==> config.mk <==
export PLATFORM = sky130hd
export DESIGN_NAME = seq_arith_unit_flat
export DESIGN_NICKNAME = d
export VERILOG_FILES = /design/src/rtl/seq_arith_if.sv /design/src/rtl/seq_arith_unit.sv /design/src/flat_wrapper.sv
export SDC_FILE = /design/constraint.sdc
export NUM_CORES = 1
export LEC_CHECK = 0
export CORE_MARGIN = 1.5
export CORE_UTILIZATION = 35
export CTS_CLUSTER_DIAMETER = 80
export CTS_CLUSTER_SIZE = 20
export DETAILED_ROUTE_END_ITERATION = 8
export PLACE_DENSITY_LB_ADDON = 0.25
export SLEW_MARGIN = 20
export SYNTH_ARGS = -nofsm -noshare
export SYNTH_HDL_FRONTEND = slang
export SYNTH_SLANG_ARGS = --single-unit
==> constraint.sdc <==
create_clock -name clk -period 4 [get_ports clk]
set_clock_uncertainty 0.05 [all_clocks]
set_input_delay 0.4 -clock clk [delete_from_list [all_inputs] [get_ports clk]]
set_output_delay 0.4 -clock clk [all_outputs]
set_load 0.05 [all_outputs]
==> src/rtl/seq_arith_if.sv <==
// Issue/result bundle for seq_arith_unit: start/operands in, busy/done/result/flags out.
interface seq_arith_if #(
    parameter int WIDTH = 4
);
    logic               i_start;
    logic [WIDTH-1:0]   i_x;
    logic [WIDTH-1:0]   i_y;
    logic [1:0]         i_mode;
    logic               o_busy;
    logic               o_done;
    logic [2*WIDTH-1:0] o_result;
    logic               o_overflow;
    logic               o_divByZero;

    modport master (
        output i_start, i_x, i_y, i_mode,
        input  o_busy, o_done, o_result, o_overflow, o_divByZero
    );

    modport slave (
        input  i_start, i_x, i_y, i_mode,
        output o_busy, o_done, o_result, o_overflow, o_divByZero
    );
endinterface

==> src/rtl/seq_arith_unit.sv <==
// Multi-cycle add/sub/mul/div unit: single-cycle signed add/sub, iterative shift-add
// multiply and restoring divide, with results held in registers between operations.
module seq_arith_unit #(
    parameter int WIDTH = 4
) (
    input  logic       clk,
    input  logic       reset,
    seq_arith_if.slave bus
);
    localparam int         CW       = $clog2(WIDTH + 1);
    localparam logic [1:0] MODE_ADD = 2'b00;
    localparam logic [1:0] MODE_SUB = 2'b01;
    localparam logic [1:0] MODE_MUL = 2'b10;
    localparam logic [1:0] MODE_DIV = 2'b11;

    typedef enum logic {IDLE, CALC} stateT;

    stateT              r_state;
    stateT              w_stateNext;
    logic [CW-1:0]      r_count;
    logic [1:0]         r_mode;
    logic [WIDTH-1:0]   r_opA;
    logic [WIDTH-1:0]   r_opB;
    logic [2*WIDTH-1:0] r_acc;
    logic [2*WIDTH-1:0] r_mcand;
    logic [WIDTH-1:0]   r_mplier;
    logic [WIDTH-1:0]   r_rem;
    logic [WIDTH-1:0]   r_quo;
    logic [2*WIDTH-1:0] r_result;
    logic               r_overflow;
    logic               r_divByZero;
    logic               r_done;

    logic               w_accept;
    logic               w_complete;
    logic [WIDTH-1:0]   w_addB;
    logic [WIDTH:0]     w_sum;
    logic               w_carryIntoMsb;
    logic               w_addOvf;
    logic [2*WIDTH-1:0] w_accNext;
    logic [WIDTH:0]     w_shifted;
    logic               w_fits;
    logic [WIDTH-1:0]   w_diff;
    logic [WIDTH-1:0]   w_remNext;
    logic [WIDTH-1:0]   w_quoNext;
    logic               w_divZero;
    logic               w_longOp;
    logic [2*WIDTH-1:0] w_resultNext;
    logic               w_ovfNext;
    logic               w_dbzNext;

    // Subtraction reuses the adder as x + ~y + 1; overflow is carry-in vs carry-out of the MSB.
    assign w_addB         = (r_mode == MODE_SUB) ? ~r_opB : r_opB;
    assign w_sum          = {1'b0, r_opA} + {1'b0, w_addB} + {{WIDTH{1'b0}}, (r_mode == MODE_SUB)};
    assign w_carryIntoMsb = r_opA[WIDTH-1] ^ w_addB[WIDTH-1] ^ w_sum[WIDTH-1];
    assign w_addOvf       = w_carryIntoMsb ^ w_sum[WIDTH];

    assign w_accNext = r_acc + (r_mplier[0] ? r_mcand : '0);

    // Restoring step: the remainder is always below y, so the low WIDTH bits of the difference suffice.
    assign w_shifted = {r_rem, r_quo[WIDTH-1]};
    assign w_fits    = (w_shifted >= {1'b0, r_opB});
    assign w_diff    = w_shifted[WIDTH-1:0] - r_opB;
    assign w_remNext = w_fits ? w_diff : w_shifted[WIDTH-1:0];
    assign w_quoNext = {r_quo[WIDTH-2:0], w_fits};
    assign w_divZero = (r_opB == '0);

    assign w_longOp = (bus.i_mode == MODE_MUL) || ((bus.i_mode == MODE_DIV) && (bus.i_y != '0));

    always_comb begin
        w_stateNext = r_state;
        w_accept    = 1'b0;
        w_complete  = 1'b0;
        case (r_state)
            IDLE: begin
                if (bus.i_start) begin
                    w_accept    = 1'b1;
                    w_stateNext = CALC;
                end
            end
            CALC: begin
                if (r_count == CW'(1)) begin
                    w_complete  = 1'b1;
                    w_stateNext = IDLE;
                end
            end
        endcase
    end

    always_comb begin
        w_resultNext = '0;
        w_ovfNext    = 1'b0;
        w_dbzNext    = 1'b0;
        case (r_mode)
            MODE_ADD, MODE_SUB: begin
                w_resultNext = {{WIDTH{w_sum[WIDTH-1]}}, w_sum[WIDTH-1:0]};
                w_ovfNext    = w_addOvf;
            end
            MODE_MUL: begin
                w_resultNext = w_accNext;
                w_ovfNext    = |w_accNext[2*WIDTH-1:WIDTH];
            end
            MODE_DIV: begin
                if (w_divZero) begin
                    w_resultNext = {r_opA, {WIDTH{1'b1}}};
                    w_dbzNext    = 1'b1;
                end else begin
                    w_resultNext = {w_remNext, w_quoNext};
                end
            end
        endcase
    end

    always_ff @(posedge clk) begin
        if (reset) begin
            r_state <= IDLE;
        end else begin
            r_state <= w_stateNext;
        end
    end

    // The final iteration's value goes straight into the result register, so partial values never show.
    always_ff @(posedge clk) begin
        if (reset) begin
            r_count     <= '0;
            r_mode      <= '0;
            r_opA       <= '0;
            r_opB       <= '0;
            r_acc       <= '0;
            r_mcand     <= '0;
            r_mplier    <= '0;
            r_rem       <= '0;
            r_quo       <= '0;
            r_result    <= '0;
            r_overflow  <= 1'b0;
            r_divByZero <= 1'b0;
            r_done      <= 1'b0;
        end else begin
            r_done <= w_complete;
            if (w_accept) begin
                r_mode   <= bus.i_mode;
                r_opA    <= bus.i_x;
                r_opB    <= bus.i_y;
                r_acc    <= '0;
                r_mcand  <= {{WIDTH{1'b0}}, bus.i_x};
                r_mplier <= bus.i_y;
                r_rem    <= '0;
                r_quo    <= bus.i_x;
                r_count  <= w_longOp ? CW'(WIDTH) : CW'(1);
            end else if (r_state == CALC) begin
                r_count  <= r_count - CW'(1);
                r_acc    <= w_accNext;
                r_mcand  <= r_mcand << 1;
                r_mplier <= r_mplier >> 1;
                r_rem    <= w_remNext;
                r_quo    <= w_quoNext;
                if (w_complete) begin
                    r_result    <= w_resultNext;
                    r_overflow  <= w_ovfNext;
                    r_divByZero <= w_dbzNext;
                end
            end
        end
    end

    assign bus.o_busy      = (r_state == CALC);
    assign bus.o_done      = r_done;
    assign bus.o_result    = r_result;
    assign bus.o_overflow  = r_overflow;
    assign bus.o_divByZero = r_divByZero;
endmodule

==> src/flat_wrapper.sv <==
// flat-port wrapper written by rule: the top's interface ports become plain ports
module seq_arith_unit_flat 
#(
    parameter int WIDTH = 4
)
  (clk, reset, bus_i_start, bus_i_x, bus_i_y, bus_i_mode, bus_o_busy, bus_o_done, bus_o_result, bus_o_overflow, bus_o_divByZero);
  seq_arith_if #(.WIDTH(WIDTH)) bus_i ();
  input  logic clk;
  input  logic reset;
  input wire logic [$bits(bus_i.i_start)-1:0] bus_i_start;
  input wire logic [$bits(bus_i.i_x)-1:0] bus_i_x;
  input wire logic [$bits(bus_i.i_y)-1:0] bus_i_y;
  input wire logic [$bits(bus_i.i_mode)-1:0] bus_i_mode;
  output wire logic [$bits(bus_i.o_busy)-1:0] bus_o_busy;
  output wire logic [$bits(bus_i.o_done)-1:0] bus_o_done;
  output wire logic [$bits(bus_i.o_result)-1:0] bus_o_result;
  output wire logic [$bits(bus_i.o_overflow)-1:0] bus_o_overflow;
  output wire logic [$bits(bus_i.o_divByZero)-1:0] bus_o_divByZero;
  assign bus_i.i_start = bus_i_start;
  assign bus_i.i_x = bus_i_x;
  assign bus_i.i_y = bus_i_y;
  assign bus_i.i_mode = bus_i_mode;
  assign bus_o_busy = bus_i.o_busy;
  assign bus_o_done = bus_i.o_done;
  assign bus_o_result = bus_i.o_result;
  assign bus_o_overflow = bus_i.o_overflow;
  assign bus_o_divByZero = bus_i.o_divByZero;
  seq_arith_unit #(.WIDTH(WIDTH)) u_core (.clk(clk), .reset(reset), .bus(bus_i));
endmodule
==> summary.txt, run 1 <==
Worst setup path
  – Critical path arrival: 2.80 ns
  – Worst path slowest cell: dfxtp_1
  – Worst Reg-to-Reg Cells: 9
  – Nature of the critical path endpoint: flop
  – CP Launch Type: flop
  – Req. time, crit path: 4.20 ns
  – Largest stage delay on the critical path: 0.58 ns
  – Worst reg2reg setup slack: 1.40 ns
  – Worst r2r src: u_core.r_mode[1]
  – Most used cell along the critical path: xnor2_1
  – Worst r2r dst: u_core.bus.o_result[6]
  – Crit-path max FO: 12
  – Critical setup path kind: flop to flop
  – CP cell instances: inv_1 > nand2_1 > xnor2_1 > ha_1 > o21a_1 > o22a_1 > xnor2_1 > a311o_1 > a31oi_1

Die
  – Core Box Area: 8300 um^2
  – Total I/O pin count: 25
  – Starting Density: 36.6%
  – Die width: 96.1 um
  – Num rows: 33
  – DIE AREA: 9240 um^2
  – Die Y: 96.1 um

Place
  – Post-DP Area: 3360 um^2
  – Pre-CTS setup slack: 1.46 ns
  – PortBufs: 24
  – DP HPWL: 5380 um
  – Placer congestion estimate: 0.842

Synthesis
  – Average cell area after synthesis: 8.25 um^2
  – Yosys reg bits: 53
  – Post-Synthesis Cells: 368
  – Synth warn: 0
  – Synth Flop Type: dfxtp_1
  – Sequential element share of the synthesized area: 35.0%
  – Netlist cell types: 54
  – Post-Syn Area: 3030 um^2
  – Async S/R FF share, synth: 0%
  – EDFF count, synth: 0
  – Mapped Nets: 400

Clock network
  – CTS tree: done
  – Clock root cell: clkbuf_8
  – CTS H-tree lvls: 2
  – Clk_lat worst skew: 0.32 ns
  – Clk sinks: 53
  – Clock buffer depth: 2
  – Hold buffers post-CTS: 0
  – CTS Buf Count: 5
  – Post_cts resized: 0
  – Post-CTS Setup Bufs: 0
  – Clk slew on worst S/H paths: 0.11 ns

Detailed routing
  – Detail Route Antenna Nets: 0
  – Initial DRT Pass Iterations: 4
  – Initial DRC count: 133
  – Per-cell routed wire length: 14.4 um
  – Vias: 2584
  – DRC violations left: 0
  – Total Wirelength: 7060 um
  – Vias/cell: 5.28

Pwr
  – Pint: 848 uW
  – Pwr Density: 350 nW/um^2
  – Clk pwr share: 31.6%
  – Logic gate share of total power: 20.0%
  – Peak VDD IR: 0.150 mV
  – Switching Power: 369 uW
  – Sequential share of power: 48.4%
  – Net Sw Frac: 30.3%
  – LEAKAGE: 1.39 nW

Worst hold path
  – WHS Path Cells: 2
  – Hold path endpoint: u_core.bus.o_result[2]
  – Hold Path Class: flop to flop
  – Worst min-delay path startpoint: u_core.bus.o_result[2]

Job
  – Max cap viols: 0

Final layout
  – # fillers: 850
  – Share of cells above drive strength 1: 4.95%
  – Util after Layout: 41.9%
  – Nets@finish: 415
  – Ant. Diodes: 0
  – Cell area after layout: 3470 um^2
  – Area grow syn2layout: 14.5%

STA
  – Setup TNS: 0 ns
  – RSZ-0062 raised after global routing: no
  – Final hold vios: 0
  – Achievable frequency: 385 MHz
  – Period utilisation layout: 65.0%
  – Min Hold Slack: 0.412 ns
  – Setup violators final: 0
  – Slew @ Worst Pin: 0.717 ns
  – Fin crit period: 2.60 ns
  – Pins Over Slew Limit: 0
  – Setup slack after layout: 1.40 ns
  – Slew Limit Headroom: 52.2%

GRT
  – Largest net degree at the start of global routing: 40
  – Initial antenna violation count: 0
  – GR Overflow Total: 0
  – Vias in the first global route: 2453
  – First-pass GRT wire length: 12000 um
  – Total track usage: 16.9%

Run status
  – Status: finished clean
## metrics by stage
stage | std cells | total power, mW
5_1_grt | 489 | 1.28
2_1_floorplan | 368 | 0.774
3_3_place_gp | 481 | 0.842
6_report | 489 | 1.22
3_5_place_dp | 481 | 0.845
4_1_cts | 489 | 1.23
## power by group through the flow
stage | Combinational [mW] | Sequential, mW | Clock [mW]
final | 0.244 | 0.589 | 0.385
after global routing | 0.273 | 0.593 | 0.418
after detailed placement | 0.244 | 0.601 | 0
after floorplan | 0.170 | 0.604 | 0
after global placement | 0.242 | 0.600 | 0
after CTS | 0.245 | 0.589 | 0.398
## cells in the final DEF (no fill, tap or decap), drive strengths merged, types with 5 or more instances in the layout
cell type,synthesis,layout
nor3,7,7
xnor2,10,10
clkdlybuf4s50,0,24
nand2b,9,9
and2,7,7
a21oi,39,39
nor2b,6,6
ha,16,16
nand2,37,37
a211oi,8,8
inv,14,15
o21ai,10,10
dfxtp,53,53
nand3,10,10
clkbuf,16,5
mux2i,19,19
nor2,47,47
## state kept, by name (all words and copies together), names as in the netlist
signal,count
u_core.r_opB,4
u_core.r_count,3
u_core.bus.o_done,1
u_core.r_quo,4
u_core.bus.o_busy,1
u_core.r_mode,2
u_core.bus.o_result,8
u_core.r_opA,4
u_core.r_mplier,4
u_core.r_rem,4
u_core.r_mcand,8
u_core.bus.o_divByZero,1
u_core.bus.o_overflow,1
u_core.r_acc,8
## critical path: cells and delay by family (launching register included)
kind / cells / cell delay, ns
fa+ha+maj: 1 / 0.29
buf+inv: 1 / 0.19
flops: 1 / 0.58
xor+xnor: 2 / 0.34
simple gates: 1 / 0.19
compound gates: 4 / 0.88
## layout make-up
cell class | instances | area (um^2) | share of cell area, %
clock buffer | 5 | 68.8 | 1.98
clock inverter | 3 | 50.0 | 1.44
inverter | 14 | 52.6 | 1.51
multi-input combinational | 282 | 1850 | 53.2
sequential | 53 | 1060 | 30.6
tap | 105 | 131 | 3.78
timing repair buffer | 27 | 263 | 7.56
## worst max path at each step
| stage | start | endpoint | depth (start not counted) |
|---|---|---|---|
| floorplan | u_core.r_mode[0] | u_core.bus.o_result[6] | 9 |
| global placement | u_core.r_mode[1] | u_core.bus.o_result[5] | 9 |
| detailed placement | u_core.r_mode[1] | u_core.bus.o_result[6] | 9 |
| CTS | u_core.r_mode[1] | u_core.bus.o_result[6] | 9 |
| global route | u_core.r_mode[1] | u_core.bus.o_result[6] | 9 |
| finish | u_core.r_mode[1] | u_core.bus.o_result[6] | 9 |
## metal layers
metal  share of wire (%)  global-route usage, %
met1                  48                   23.0
met2                  47                   27.9
met3                 3.9                   2.92
met4                0.99                   3.68
met5                   0                      0
## cell usage after synthesis, types with 3 or more instances
master,n,share of area [%]
a21oi_1,39,6.4
and2_1,7,1.4
nand3_1,10,1.6
a31oi_1,4,0.82
o21bai_1,3,0.74
ha_1,16,6.6
a21o_1,3,0.74
dfxtp_1,53,35
xor2_1,3,0.87
o21ai_0,10,1.6
clkbuf_1,16,2.0
nand2_1,37,4.6
nor2b_1,4,0.82
nor3_1,7,1.2
o221ai_1,3,0.87
nand2b_1,9,1.9
inv_1,14,1.7
fa_1,3,2.0
a211oi_1,8,2.0
xnor2_1,10,2.9
o21a_1,4,0.99
nor2_1,46,5.7
mux2i_1,19,6.3
## logic make-up after synthesis
kind of cell    synth area share (%)
compound gates                  19.7
xor+xnor                        3.75
fa+ha+maj                       8.58
buf+inv                         4.16
flops                           35.0
mux                             6.64
simple gates                    22.2
Note: power is estimated with default switching activity, not from simulation.
==> run 2: changes to the inputs <==
==> constraint.sdc (replaced) <==
create_clock -name clk -period 2.5 [get_ports clk]
set_clock_uncertainty 0.05 [all_clocks]
set_input_delay 0.25 -clock clk [delete_from_list [all_inputs] [get_ports clk]]
set_output_delay 0.25 -clock clk [all_outputs]
set_load 0.05 [all_outputs]
==> summary.txt, run 2 (same netlist as run 1, synthesis figures left out) <==
GRT
  – GR Overflow Total: 0
  – Initial antenna violation count: 0
  – Largest net degree at the start of global routing: 45
  – Vias in the first global route: 2450
  – First-pass GRT wire length: 12400 um
  – Total track usage: 17.4%

Detailed routing
  – Initial DRT Pass Iterations: 4
  – Vias/cell: 5.19
  – Initial DRC count: 115
  – WL met3: 253 um
  – WL met1: 3820 um
  – Vias: 2572
  – Detail Route Antenna Nets: 0
  – Met2 WL post-DR: 3150 um
  – Total Wirelength: 7290 um
  – DRC violations left: 0
  – Per-cell routed wire length: 14.7 um
  – Uppermost layer routed: met4

Place
  – DP HPWL: 5570 um
  – PortBufs: 24
  – Placer congestion estimate: 0.896

Worst setup path
  – Critical setup path kind: flop to flop
  – Nature of the critical path endpoint: flop
  – CP cell instances: and2_1 > ha_1 > inv_1 > fa_2 > nor2b_4 > o2111a_1 > or3_4 > a222oi_1 > a31oi_1
  – Largest stage delay on the critical path: 0.38 ns
  – Worst path slowest cell: dfxtp_4
  – Critical Path Source: u_core.r_mplier[0]
  – Worst reg2reg setup slack: 0.20 ns
  – Worst r2r dst: u_core.bus.o_overflow
  – Critical path arrival: 2.44 ns
  – Req. time, crit path: 2.64 ns
  – Worst r2r src: u_core.r_mplier[0]
  – Worst Reg-to-Reg Cells: 9
  – CP Launch Type: flop
  – Crit-path max FO: 9
  – Critical path destination: u_core.bus.o_overflow

Pwr
  – Peak VDD IR: 0.233 mV
  – LEAKAGE: 1.43 nW
  – Pwr Density: 531 nW/um^2

STA
  – Slew @ Worst Pin: 0.618 ns
  – Setup violators final: 0
  – Setup TNS: 0 ns
  – Fin crit period: 2.30 ns
  – Achievable frequency: 435 MHz
  – RSZ-0062 raised after global routing: no
  – Slew Limit Headroom: 58.7%
  – Pins Over Slew Limit: 0
  – Final hold vios: 0
  – Period utilisation layout: 92.0%

Clock network
  – Clock root cell: clkbuf_8
  – Hold buffers post-CTS: 0
  – Clock buffer depth: 2
  – Clk sinks: 53
  – Clk_lat worst skew: 0.30 ns
  – CTS Buf Count: 5
  – Post-CTS Setup Bufs: 0
  – Clk slew on worst S/H paths: 0.10 ns
  – CTS tree: done
  – CTS H-tree lvls: 2
  – Post_cts resized: 0

Run status
  – Status: finished clean

Final layout
  – Share of cells above drive strength 1: 7.42%
  – Nets@finish: 422
  – Util after Layout: 42.5%
  – Ant. Diodes: 0
  – Most common cell after layout, fill and taps aside: dfxtp_1
  – Most frequent cells in the layout: dfxtp_1, nor2_1, a21oi_1, nand2_1, clkdlybuf4s50_1
  – Area grow syn2layout: 16.2%
  – # fillers: 847

Die
  – DIE AREA: 9240 um^2
  – Starting Density: 36.6%
  – Total I/O pin count: 25
  – Die Y: 96.1 um
  – Num rows: 33
  – Die width: 96.1 um
  – Core Box Area: 8300 um^2

Worst hold path
  – Hold Path Class: flop to flop
  – WHS Path Cells: 2

Job
  – Max cap viols: 0
==> run 2: changes by cell type in the layout (fill, tap and decap cells not counted), sizes merged <==
cell / change
buf: +8
bufinv: -1
clkbuf: +1
clkdlybuf4s50: -1
==> run 2: worst min-delay path by stage <==
stage | from | to | slack (ns)
2_1_floorplan | bus_i_x[2] | u_core.r_opA[2] | 0.34
3_3_place_gp | u_core.bus.o_result[2] | u_core.bus.o_result[2] | 0.39
3_5_place_dp | u_core.bus.o_result[2] | u_core.bus.o_result[2] | 0.40
4_1_cts | u_core.bus.o_divByZero | u_core.bus.o_divByZero | 0.42
5_1_grt | u_core.bus.o_result[2] | u_core.bus.o_result[2] | 0.44
6_report | u_core.bus.o_result[2] | u_core.bus.o_result[2] | 0.42
==> run 2: cell type report <==
type	instances	area, um^2	area share (%)
Sequential cell	53	1070	30.2
Clock inverter	2	17.5	0.497
Clock buffer	6	82.6	2.34
Timing Repair Buffer	34	325	9.23
Inverter	14	52.6	1.49
Tap cell	105	131	3.73
Multi-Input combinational cell	282	1850	52.5
==> run 2: through the flow <==
stage | setup WS [ns] | instance area (um^2) | hold WS, ns | cells | total power [mW]
2_1_floorplan | 0.150 | 3030 | 0.336 | 368 | 1.24
3_3_place_gp | 0.213 | 3420 | 0.393 | 488 | 1.36
3_5_place_dp | 0.126 | 3420 | 0.401 | 488 | 1.36
4_1_cts | 0.0951 | 3520 | 0.416 | 496 | 1.90
5_1_grt | 0.0353 | 3520 | 0.438 | 496 | 1.99
6_report | 0.199 | 3520 | 0.415 | 496 | 1.87
==> run 2: critical path: cells and delay by family (launching register included) <==
kind	cells	cell delay [ns]
buf+inv	1	0.08
flops	1	0.38
fa+ha+maj	2	0.44
simple gates	3	0.55
compound gates	3	0.69
==> run 2: routing by layer <==
layer | vias to the layer above | GRT usage, %
li1 | 1341 | -
met1 | 1180 | 25.6
met2 | 44 | 26.7
met3 | 7 | 3.00
met4 | 0 | 3.06
met5 | - | 0
==> run 2: where the power goes <==
part           switching [mW]  internal, mW  leakage (nW)
Sequential             0.0468         0.888         0.433
Combinational           0.240         0.170         0.942
Clock                   0.296         0.231        0.0518
